File: src/rtl/npu_pkg.sv
// Shared constants and types for the NPU post-processing stages.
// The MAC accumulator and the saturation/ReLU helper both build on these widths.
package npu_pkg;

  localparam int IN_W          = 14;
  localparam int ACC_W         = 24;
  localparam int OUT_W         = 8;
  localparam int LEN_W         = 8;
  localparam int SHIFT_DEFAULT = 6;

  typedef enum logic [1:0] {
    IDLE,
    ACC,
    OUT
  } state_t;

  // A programmed window length of zero still consumes one beat.
  function automatic logic [LEN_W-1:0] effLen(input logic [LEN_W-1:0] len);
    return (len == '0) ? LEN_W'(1) : len;
  endfunction

endpackage

File: src/rtl/mac_accumulator_if.sv
// Input beat stream and output result handshake of the MAC accumulator.
// The DUT uses the slave modport; the producer/consumer side uses master.
interface mac_accumulator_if;
  import npu_pkg::*;

  logic                    in_valid;
  logic                    in_ready;
  logic signed [IN_W-1:0]  in_data;
  logic                    out_valid;
  logic                    out_ready;
  logic signed [OUT_W-1:0] out_data;
  logic                    out_sat;

  modport master (
    output in_valid,
    output in_data,
    output out_ready,
    input  in_ready,
    input  out_valid,
    input  out_data,
    input  out_sat
  );

  modport slave (
    input  in_valid,
    input  in_data,
    input  out_ready,
    output in_ready,
    output out_valid,
    output out_data,
    output out_sat
  );

endinterface

File: src/rtl/sat_relu.sv
// Rounds, scales, optionally rectifies and saturates an accumulator value.
// Purely combinational so other post-processing stages can reuse it.
module sat_relu #(
  parameter int ACC_W = npu_pkg::ACC_W,
  parameter int OUT_W = npu_pkg::OUT_W,
  parameter int SHIFT = npu_pkg::SHIFT_DEFAULT
) (
  input  logic signed [ACC_W-1:0] acc,
  input  logic                    relu,
  output logic signed [OUT_W-1:0] out_data,
  output logic                    out_sat
);

  // One extra bit keeps the half-up rounding term from wrapping the sum.
  localparam logic signed [ACC_W:0] RND  = (ACC_W+1)'((64'(1) << SHIFT) >> 1);
  localparam logic signed [ACC_W:0] MAXV = (ACC_W+1)'((2 ** (OUT_W-1)) - 1);
  localparam logic signed [ACC_W:0] MINV = (ACC_W+1)'(-(2 ** (OUT_W-1)));

  logic signed [ACC_W:0] rounded;
  logic signed [ACC_W:0] shifted;
  logic signed [ACC_W:0] clipped;

  always_comb begin
    rounded  = {acc[ACC_W-1], acc} + RND;
    shifted  = rounded >>> SHIFT;
    clipped  = (relu && shifted[ACC_W]) ? '0 : shifted;
    out_sat  = 1'b0;
    out_data = clipped[OUT_W-1:0];
    if (clipped > MAXV) begin
      out_data = MAXV[OUT_W-1:0];
      out_sat  = 1'b1;
    end else if (clipped < MINV) begin
      out_data = MINV[OUT_W-1:0];
      out_sat  = 1'b1;
    end
  end

endmodule

File: src/rtl/mac_accumulator.sv
// Accumulates one kernel window of adder-tree sums, then offers a biased,
// rounded, scaled and saturated activation on a valid/ready output.
module mac_accumulator
  import npu_pkg::*;
#(
  parameter int SHIFT = SHIFT_DEFAULT
) (
  input  logic                    clk,
  input  logic                    reset_n,
  input  logic [LEN_W-1:0]        cfg_len,
  input  logic signed [ACC_W-1:0] cfg_bias,
  input  logic                    cfg_relu,
  mac_accumulator_if.slave        bus,
  output logic                    busy
);

  state_t                  state_q, state_d;
  logic signed [ACC_W-1:0] acc_q, acc_d;
  logic [LEN_W-1:0]        cnt_q, cnt_d;
  logic [LEN_W-1:0]        len_q, len_d;
  logic                    relu_q, relu_d;
  logic signed [OUT_W-1:0] outData_q;
  logic                    outSat_q;

  logic signed [ACC_W-1:0] inExt;
  logic signed [OUT_W-1:0] satData;
  logic                    satFlag;
  logic                    loadResult;

  assign inExt      = {{(ACC_W-IN_W){bus.in_data[IN_W-1]}}, bus.in_data};
  assign loadResult = (state_d == OUT) && (state_q != OUT);

  always_ff @(posedge clk or negedge reset_n) begin
    if (!reset_n) begin
      state_q   <= IDLE;
      acc_q     <= '0;
      cnt_q     <= '0;
      len_q     <= '0;
      relu_q    <= 1'b0;
      outData_q <= '0;
      outSat_q  <= 1'b0;
    end else begin
      state_q <= state_d;
      acc_q   <= acc_d;
      cnt_q   <= cnt_d;
      len_q   <= len_d;
      relu_q  <= relu_d;
      if (loadResult) begin
        outData_q <= satData;
        outSat_q  <= satFlag;
      end
    end
  end

  always_comb begin
    state_d = state_q;
    acc_d   = acc_q;
    cnt_d   = cnt_q;
    len_d   = len_q;
    relu_d  = relu_q;
    case (state_q)
      IDLE: begin
        if (bus.in_valid) begin
          len_d   = effLen(cfg_len);
          relu_d  = cfg_relu;
          acc_d   = cfg_bias + inExt;
          cnt_d   = LEN_W'(1);
          state_d = (len_d == LEN_W'(1)) ? OUT : ACC;
        end
      end
      ACC: begin
        if (bus.in_valid) begin
          acc_d = acc_q + inExt;
          cnt_d = cnt_q + LEN_W'(1);
          if (cnt_d == len_q) begin
            state_d = OUT;
          end
        end
      end
      OUT: begin
        if (bus.out_ready) begin
          state_d = IDLE;
        end
      end
      default: begin
        state_d = IDLE;
      end
    endcase
  end

  // The result is formed from the next-state accumulator so it is ready on entry to OUT.
  sat_relu #(
    .ACC_W (ACC_W),
    .OUT_W (OUT_W),
    .SHIFT (SHIFT)
  ) u_sat_relu (
    .acc      (acc_d),
    .relu     (relu_d),
    .out_data (satData),
    .out_sat  (satFlag)
  );

  always_comb begin
    bus.in_ready  = (state_q != OUT);
    bus.out_valid = (state_q == OUT);
    bus.out_data  = outData_q;
    bus.out_sat   = outSat_q;
    busy          = (state_q != IDLE);
  end

endmodule

File: src/flat_wrapper.sv
// flat-port wrapper written by rule: the top's interface ports become plain ports
module mac_accumulator_flat import npu_pkg::*;
#(
  parameter int SHIFT = SHIFT_DEFAULT
)
  (clk, reset_n, cfg_len, cfg_bias, cfg_relu, busy, bus_in_valid, bus_in_data, bus_out_ready, bus_in_ready, bus_out_valid, bus_out_data, bus_out_sat);
  mac_accumulator_if bus_i ();
  input  logic clk;
  input  logic reset_n;
  input  logic [LEN_W-1:0] cfg_len;
  input  logic signed [ACC_W-1:0] cfg_bias;
  input  logic cfg_relu;
  output logic busy;
  input wire logic [$bits(bus_i.in_valid)-1:0] bus_in_valid;
  input wire logic [$bits(bus_i.in_data)-1:0] bus_in_data;
  input wire logic [$bits(bus_i.out_ready)-1:0] bus_out_ready;
  output wire logic [$bits(bus_i.in_ready)-1:0] bus_in_ready;
  output wire logic [$bits(bus_i.out_valid)-1:0] bus_out_valid;
  output wire logic [$bits(bus_i.out_data)-1:0] bus_out_data;
  output wire logic [$bits(bus_i.out_sat)-1:0] bus_out_sat;
  assign bus_i.in_valid = bus_in_valid;
  assign bus_i.in_data = bus_in_data;
  assign bus_i.out_ready = bus_out_ready;
  assign bus_in_ready = bus_i.in_ready;
  assign bus_out_valid = bus_i.out_valid;
  assign bus_out_data = bus_i.out_data;
  assign bus_out_sat = bus_i.out_sat;
  mac_accumulator #(.SHIFT(SHIFT)) u_core (.clk(clk), .reset_n(reset_n), .cfg_len(cfg_len), .cfg_bias(cfg_bias), .cfg_relu(cfg_relu), .bus(bus_i), .busy(busy));
endmodule
File: config.mk
export PLATFORM = sky130hd
export DESIGN_NAME = mac_accumulator_flat
export DESIGN_NICKNAME = d
export VERILOG_FILES = /design/src/rtl/npu_pkg.sv /design/src/rtl/mac_accumulator_if.sv /design/src/rtl/sat_relu.sv /design/src/rtl/mac_accumulator.sv /design/src/flat_wrapper.sv
export SDC_FILE = /design/constraint.sdc
export NUM_CORES = 1
export LEC_CHECK = 0
export ABC_AREA = 1
export CORE_ASPECT_RATIO = 1.4
export CORE_MARGIN = 2
export CORE_UTILIZATION = 25
export CTS_CLUSTER_SIZE = 8
export DETAILED_ROUTE_END_ITERATION = 12
export PLACE_DENSITY = 0.39
export SYNTH_ARGS = -nofsm -noshare
export SYNTH_HDL_FRONTEND = slang
export SYNTH_SLANG_ARGS = --single-unit
export TNS_END_PERCENT = 100
File: constraint.sdc
create_clock -name clk -period 4.44 [get_ports clk]
set_input_delay 0.888 -clock clk [delete_from_list [all_inputs] [get_ports clk]]
set_output_delay 0.888 -clock clk [all_outputs]
set_load 0.02 [all_outputs]
[After elaboration in Yosys (flattened, before gate mapping)]
Cells that the tools add are included.
Word-level totals
  input bits: 51
  output and inout bits: 12
  flip-flop bits (word level): 52
  word-level logic and storage cells: 49
Cells by class
  equal/unequal tests: 8
  order comparisons: 2
  multiplexer cells: 20
  $add $sub $neg: 4
  reduce and logical (&&, ||, !) cells: 8
Operators by type and width (number)
  $add A24 B14 Y24: 2
  $mux W24: 2
  $pmux W24 S2: 1
  $mux W8: 5
  $add A24 B7 Y25 const B: 1
  $gt A25 B8 Y1 const B: 1
  $lt A25 B8 Y1 const B: 1
  $mux W25: 1
  $pmux W8 S2: 1
  $mux W2: 5
  $add A8 B1 Y8 const B: 1
  $eq A8 B1 Y1 const B: 1
  $eq A8 B8 Y1: 1
  $logic_not A8 Y1: 1
  $ne A2 B2 Y1 const B: 3
  $pmux W2 S3: 1
  $eq A2 B2 Y1 const B: 2
  $mux W1: 4
  $reduce_bool A2 Y1: 2
  $reduce_and A3 Y1: 1
  $eq A2 B1 Y1 const B: 1
  $logic_and A1 B1 Y1: 2
  $logic_not A2 Y1: 1
  $reduce_and A2 Y1: 1

[Logic depth before layout (Yosys ltp)]
  depth in word-level cells: 9
  mapped depth: 29
  depth with buffers taken out: 29

[Hierarchy]
Synthesis repeated with hierarchy kept, for this count alone.
Unflattened totals
  cell total of the unflattened synthesis: 1152
  area, all modules: 6582.6 µm²
Modules (own cells, without submodules)
  mac_accumulator: sequential area each 1301.2 µm², area an instance 5826.8 µm², cells an instance 993, times used 1
  sat_relu: sequential area each 0.0 µm², area an instance 755.7 µm², cells an instance 159, times used 1

[Least setup slack after synthesis]
OpenSTA, ideal clock, no wires.
  path kind: input -> register
  start point: input port bus_in_data[0]
  end point: register u_core.outData_q[4] (netlist: u_core.bus.out_data[4])
  data arrival time: 3.545 ns
  buffers on the path: 0
  setup time: 0.129 ns
  stages: 24
  data required time: 4.311 ns
  setup slack: 0.767 ns
  cells stage by stage: ha_1 > inv_1 > fa_1 > inv_1 > nand2_1 > nand3_1 > nand3_1 > nand2_1 > nand2_1 > nand2_1 > ha_1 > nand3_1 > nor2_4 > nand3_2 > nor2_2 > nand2_2 > nor3_2 > nor2_1 > o21ai_1 > nand2_1 > nor2_2 > nand2_1 > nand4_1 > nand3_1
On the way
  cells in the longest elaborated chain, start to end: 9
  elaborated cells between the ends (all ways): 12
  classes of those cells: 3 x add/sub; 2 x order compare; 6 x mux; 1 x reduce/logical
RTL lines
  start, declared: line flat_wrapper.sv:15  | input wire logic [$bits(bus_i.in_data)-1:0] bus_in_data;
  $add A24 B14 Y24 (on tied branches): line mac_accumulator.sv:73, mac_accumulator.sv:66
  $mux W24 (on tied branches): line mac_accumulator.sv:72, mac_accumulator.sv:63
  $pmux W24 S2 (*): line mac_accumulator.sv:61  | case (state_q)
  net u_core.acc_d[6]: line mac_accumulator.sv:18  | logic signed [ACC_W-1:0] acc_q, acc_d;
  $add A24 B7 Y25 (*): line sat_relu.sv:24  | rounded = {acc[ACC_W-1], acc} + RND;
  $logic_and A1 B1 Y1: line sat_relu.sv:26  | clipped = (relu && shifted[ACC_W]) ? '0 : shifted;
  $mux W25 (*): line sat_relu.sv:26
  $lt A25 B8 Y1: line sat_relu.sv:32  | end else if (clipped < MINV) begin
  $mux W8: line sat_relu.sv:32
  $mux W8 (*): line sat_relu.sv:29  | if (clipped > MAXV) begin
  end signal, assigned: line mac_accumulator.sv:49  | outData_q <= satData;
  end, declared: line mac_accumulator.sv:22  | logic signed [OUT_W-1:0] outData_q;
Mark *: on every way through the listed nets, which the timed path passes. The rest lies on a longest branch.
A chain may end at the register's enable or synchronous reset.

[Worst setup path in the final report]
Same ends and word-level chain as after synthesis.

==> impl_metrics.toml <==
[critical_path]
crit_top_cell = "nand2_1"
end_kind = "flop"
reg2reg_to = "u_core.bus.out_data[4]"
required_ns = 4.62
cp.arrival_ns = 4.37
worstSetupPathType = "in -> reg"
reg2regPathDepth = 22
critPathLaunchType = "primary input"
timing.critical_path.fanout_max = 5
regToRegStartpoint = "u_core.acc_q[7]"
cpPeakStageDelay_ns = 0.50
critPathSlowestCell = "clkdlybuf4s50_1"
regToRegSetupSlack_ns = 1.03

[logic_synthesis]
synth_cell_types = 43
synthTopCellsByArea = "nand2_1, dfrtp_1, inv_1, ha_1, nand3_1"
netlist.area_leader.share_pct = 22.0
synth_warnings = 0
netlist_area_mm2 = 0.00697
ys_seq_area_share_pct = 18.7
netlist_instances = 1198
synth-edff-count = 0
async_reset_ff_share_pct = 100
synth.avg_cell_area_um2 = 5.82
synth_fp_nets = 1299
ys.flop_type = "dfrtp_1"
yosys.area.top_type = "nand2_1"
ys_seq_elements = 52

[drt]
postRouteAntennaNets = 0
wl_per_cell_um = 14.3
drt-pass1-iter-count = 5
drc = 0
wl_mm = 25.0
drtIter0Drc = 281
viasPerCell = 4.39
vias = 7673

[floorplanning]
core_mm2 = 0.0276
dieWidth_um = 145
start_util_pct = 25.3
rows = 72
die_h_um = 202
pin_count = 63
design.die.area_mm2 = 0.0292

[worst_hold_path]
hold_end = "u_core.acc_q[0]"
worstHoldPathType = "reg -> reg"
hold_path.startpoint = "u_core.acc_q[0]"
hold-path-cell-count = 2

[global_routing]
grt_pass1_wl_mm = 39.4
grt_overflow = 0
grt_max_degree = 31
antenna_found_initial = 0
grt_usage_pct = 17.0
grt_pass1_vias = 7758

[finish]
syn_to_final_growth_pct = 33.4
fin_nets = 1476
post-route-util_pct = 33.7
drive_gt1_share_pct = 19.8
fin_area_mm2 = 0.00930
antenna_cells = 0

[outcome]
status = "complete, no violations"

[timing]
fin_crit_sh_pct = 94.3
worstMarginPinSlew_ns = 0.599
final.setup.tns_ns = 0
grt_setup_unrepaired = "yes"
finalHoldViolCount = 0
finalSetupViolations = 0
max_freq_ghz = 0.239
maxSlewViolCount = 0
setup_slack_ns = 0.254
fin_crit_ns = 4.19
fin_skew_ns = 0.00842
slew_headroom_pct = 60.0

[clock_tree]
cts_tree = "built"
clockRootBuffer = "clkbuf_16"
htreeDepth = 2
clk_latency_ns = 0.31
cts.sinks = 52
cts_made_buffers = 5
clk_pin_slew_ns = 0.08
cts_hold_buf = 0
clk_path_buf_depth = 2

[place]
place_congestion = 0.866
postPlaceCellArea_mm2 = 0.00885
dp_slack_ns = -0.281
dp_hpwl_mm = 21.2
port-buffer-count = 62

[pwr]
fin_total_pwr_mw = 5.12
p_leak_nw = 4.95
powerDensity_mw_per_mm2 = 551
peakVddDrop_mv = 0.201

[flow_run]
timing.max_cap.violations = 0
-- registers in the layout, summed over array words and instances, names as in the netlist --
register / count
u_core.acc_q: 24
u_core.cnt_q: 8
u_core.relu_q: 1
u_core.state_q: 2
u_core.len_q: 8
u_core.bus.out_sat: 1
u_core.bus.out_data: 8
-- kinds of logic (layout without fill, tap and decap cells) --
family	count (synthesis)	in the layout	share of synthesized area (%)
xor gates and xnor gates	18	18	2.26
and+or+nand+nor	741	742	48.6
buffers and inverters	231	408	12.7
adders and majority gates	50	50	9.19
DFF	52	52	18.7
AOI/OAI and AO/OA	106	106	8.56
-- cell usage after synthesis (2+ instances only) --
library cell,count
nand4_1,24
nor3_1,11
nand3_2,12
fa_1,2
o21bai_1,2
o31ai_1,2
inv_2,20
nand2_1,409
nor2_2,19
nor2_1,104
o21ai_0,21
xnor2_1,4
and2_1,2
nand3_1,104
xor2_1,14
nand2_4,3
clkinv_1,4
nand2_2,29
ha_1,48
clkbuf_1,3
nor2_4,11
buf_2,6
o21ai_1,6
a21oi_1,57
dfrtp_1,52
nand3_4,4
inv_1,197
o22ai_1,6
o221ai_1,3
a21oi_2,3
or2_2,4
-- metal layers --
metal,global-route usage (%),up-vias,wire (µm)
met5,0,-,0
met2,32.9,108,12900
met4,5.95,0,766
li1,-,4121,-
met3,1.34,37,510
met1,19.5,3407,10800
-- worst max-delay path: cells and delay by family --
kind	cells	cell delay [ns]
compound gates	1	0.14
buf+inv	5	0.89
simple gates	21	1.91
fa+ha+maj	2	0.55
-- final cells by class --
type / count / area [µm²]
clock buffers: 6 / 129
clock inverters: 2 / 38.8
fillers: 3180 / 18300
inverters: 221 / 830
multi-input cells: 916 / 5020
flip-flops and latches: 52 / 1300
well taps: 370 / 463
repair buffers: 179 / 1520
-- power by group --
part,switching (mW),internal (mW)
registers,0.165,0.670
logic,2.29,1.52
clock network,0.199,0.269
-- repair_timing --
action                     CTS  global route
resized for setup            0            55
setup buffers                0             3
setup endpoints to repair    0             8
-- metrics by stage --
stage / cells / hold slack (ns)
final: 1746 / 0.494
after global routing: 1746 / 0.528
after CTS: 1742 / 0.499
after detailed placement: 1734 / 0.477
after global placement: 1734 / 0.479
after floorplan: 1198 / 0.453
-- how the worst max path moves through the flow --
stage | slack [ns] | endpoint | startpoint | depth (start not counted)
after CTS | 0.03 | u_core.bus.out_data[4] | bus_in_data[13] | 26
after global routing | -0.009 | u_core.bus.out_data[5] | bus_in_data[13] | 24
after global placement | -0.26 | u_core.bus.out_data[5] | bus_in_data[13] | 26
after detailed placement | -0.28 | u_core.bus.out_data[5] | bus_in_data[13] | 26
after floorplan | 0.77 | u_core.bus.out_data[4] | bus_in_data[0] | 24
final | 0.25 | u_core.bus.out_data[4] | bus_in_data[0] | 29
-- cells in the final DEF (no fill, tap or decap), types with 5 or more instances in the layout --
cell / n
inv_2: 23
dfrtp_1: 52
clkdlybuf4s50_1: 58
nand2_1: 405
ha_2: 5
ha_4: 9
xor2_1: 14
nand3_4: 5
inv_1: 194
clkbuf_16: 5
o21ai_1: 9
ha_1: 34
o22ai_1: 6
a21oi_2: 7
nor2_2: 20
nand2_2: 33
buf_4: 115
o21ai_0: 18
nand3_2: 16
a21oi_1: 52
nand3_1: 100
nor3_1: 10
nor2_1: 100
nor2_4: 14
nand4_1: 24
(Power assumes the default switching activity.)
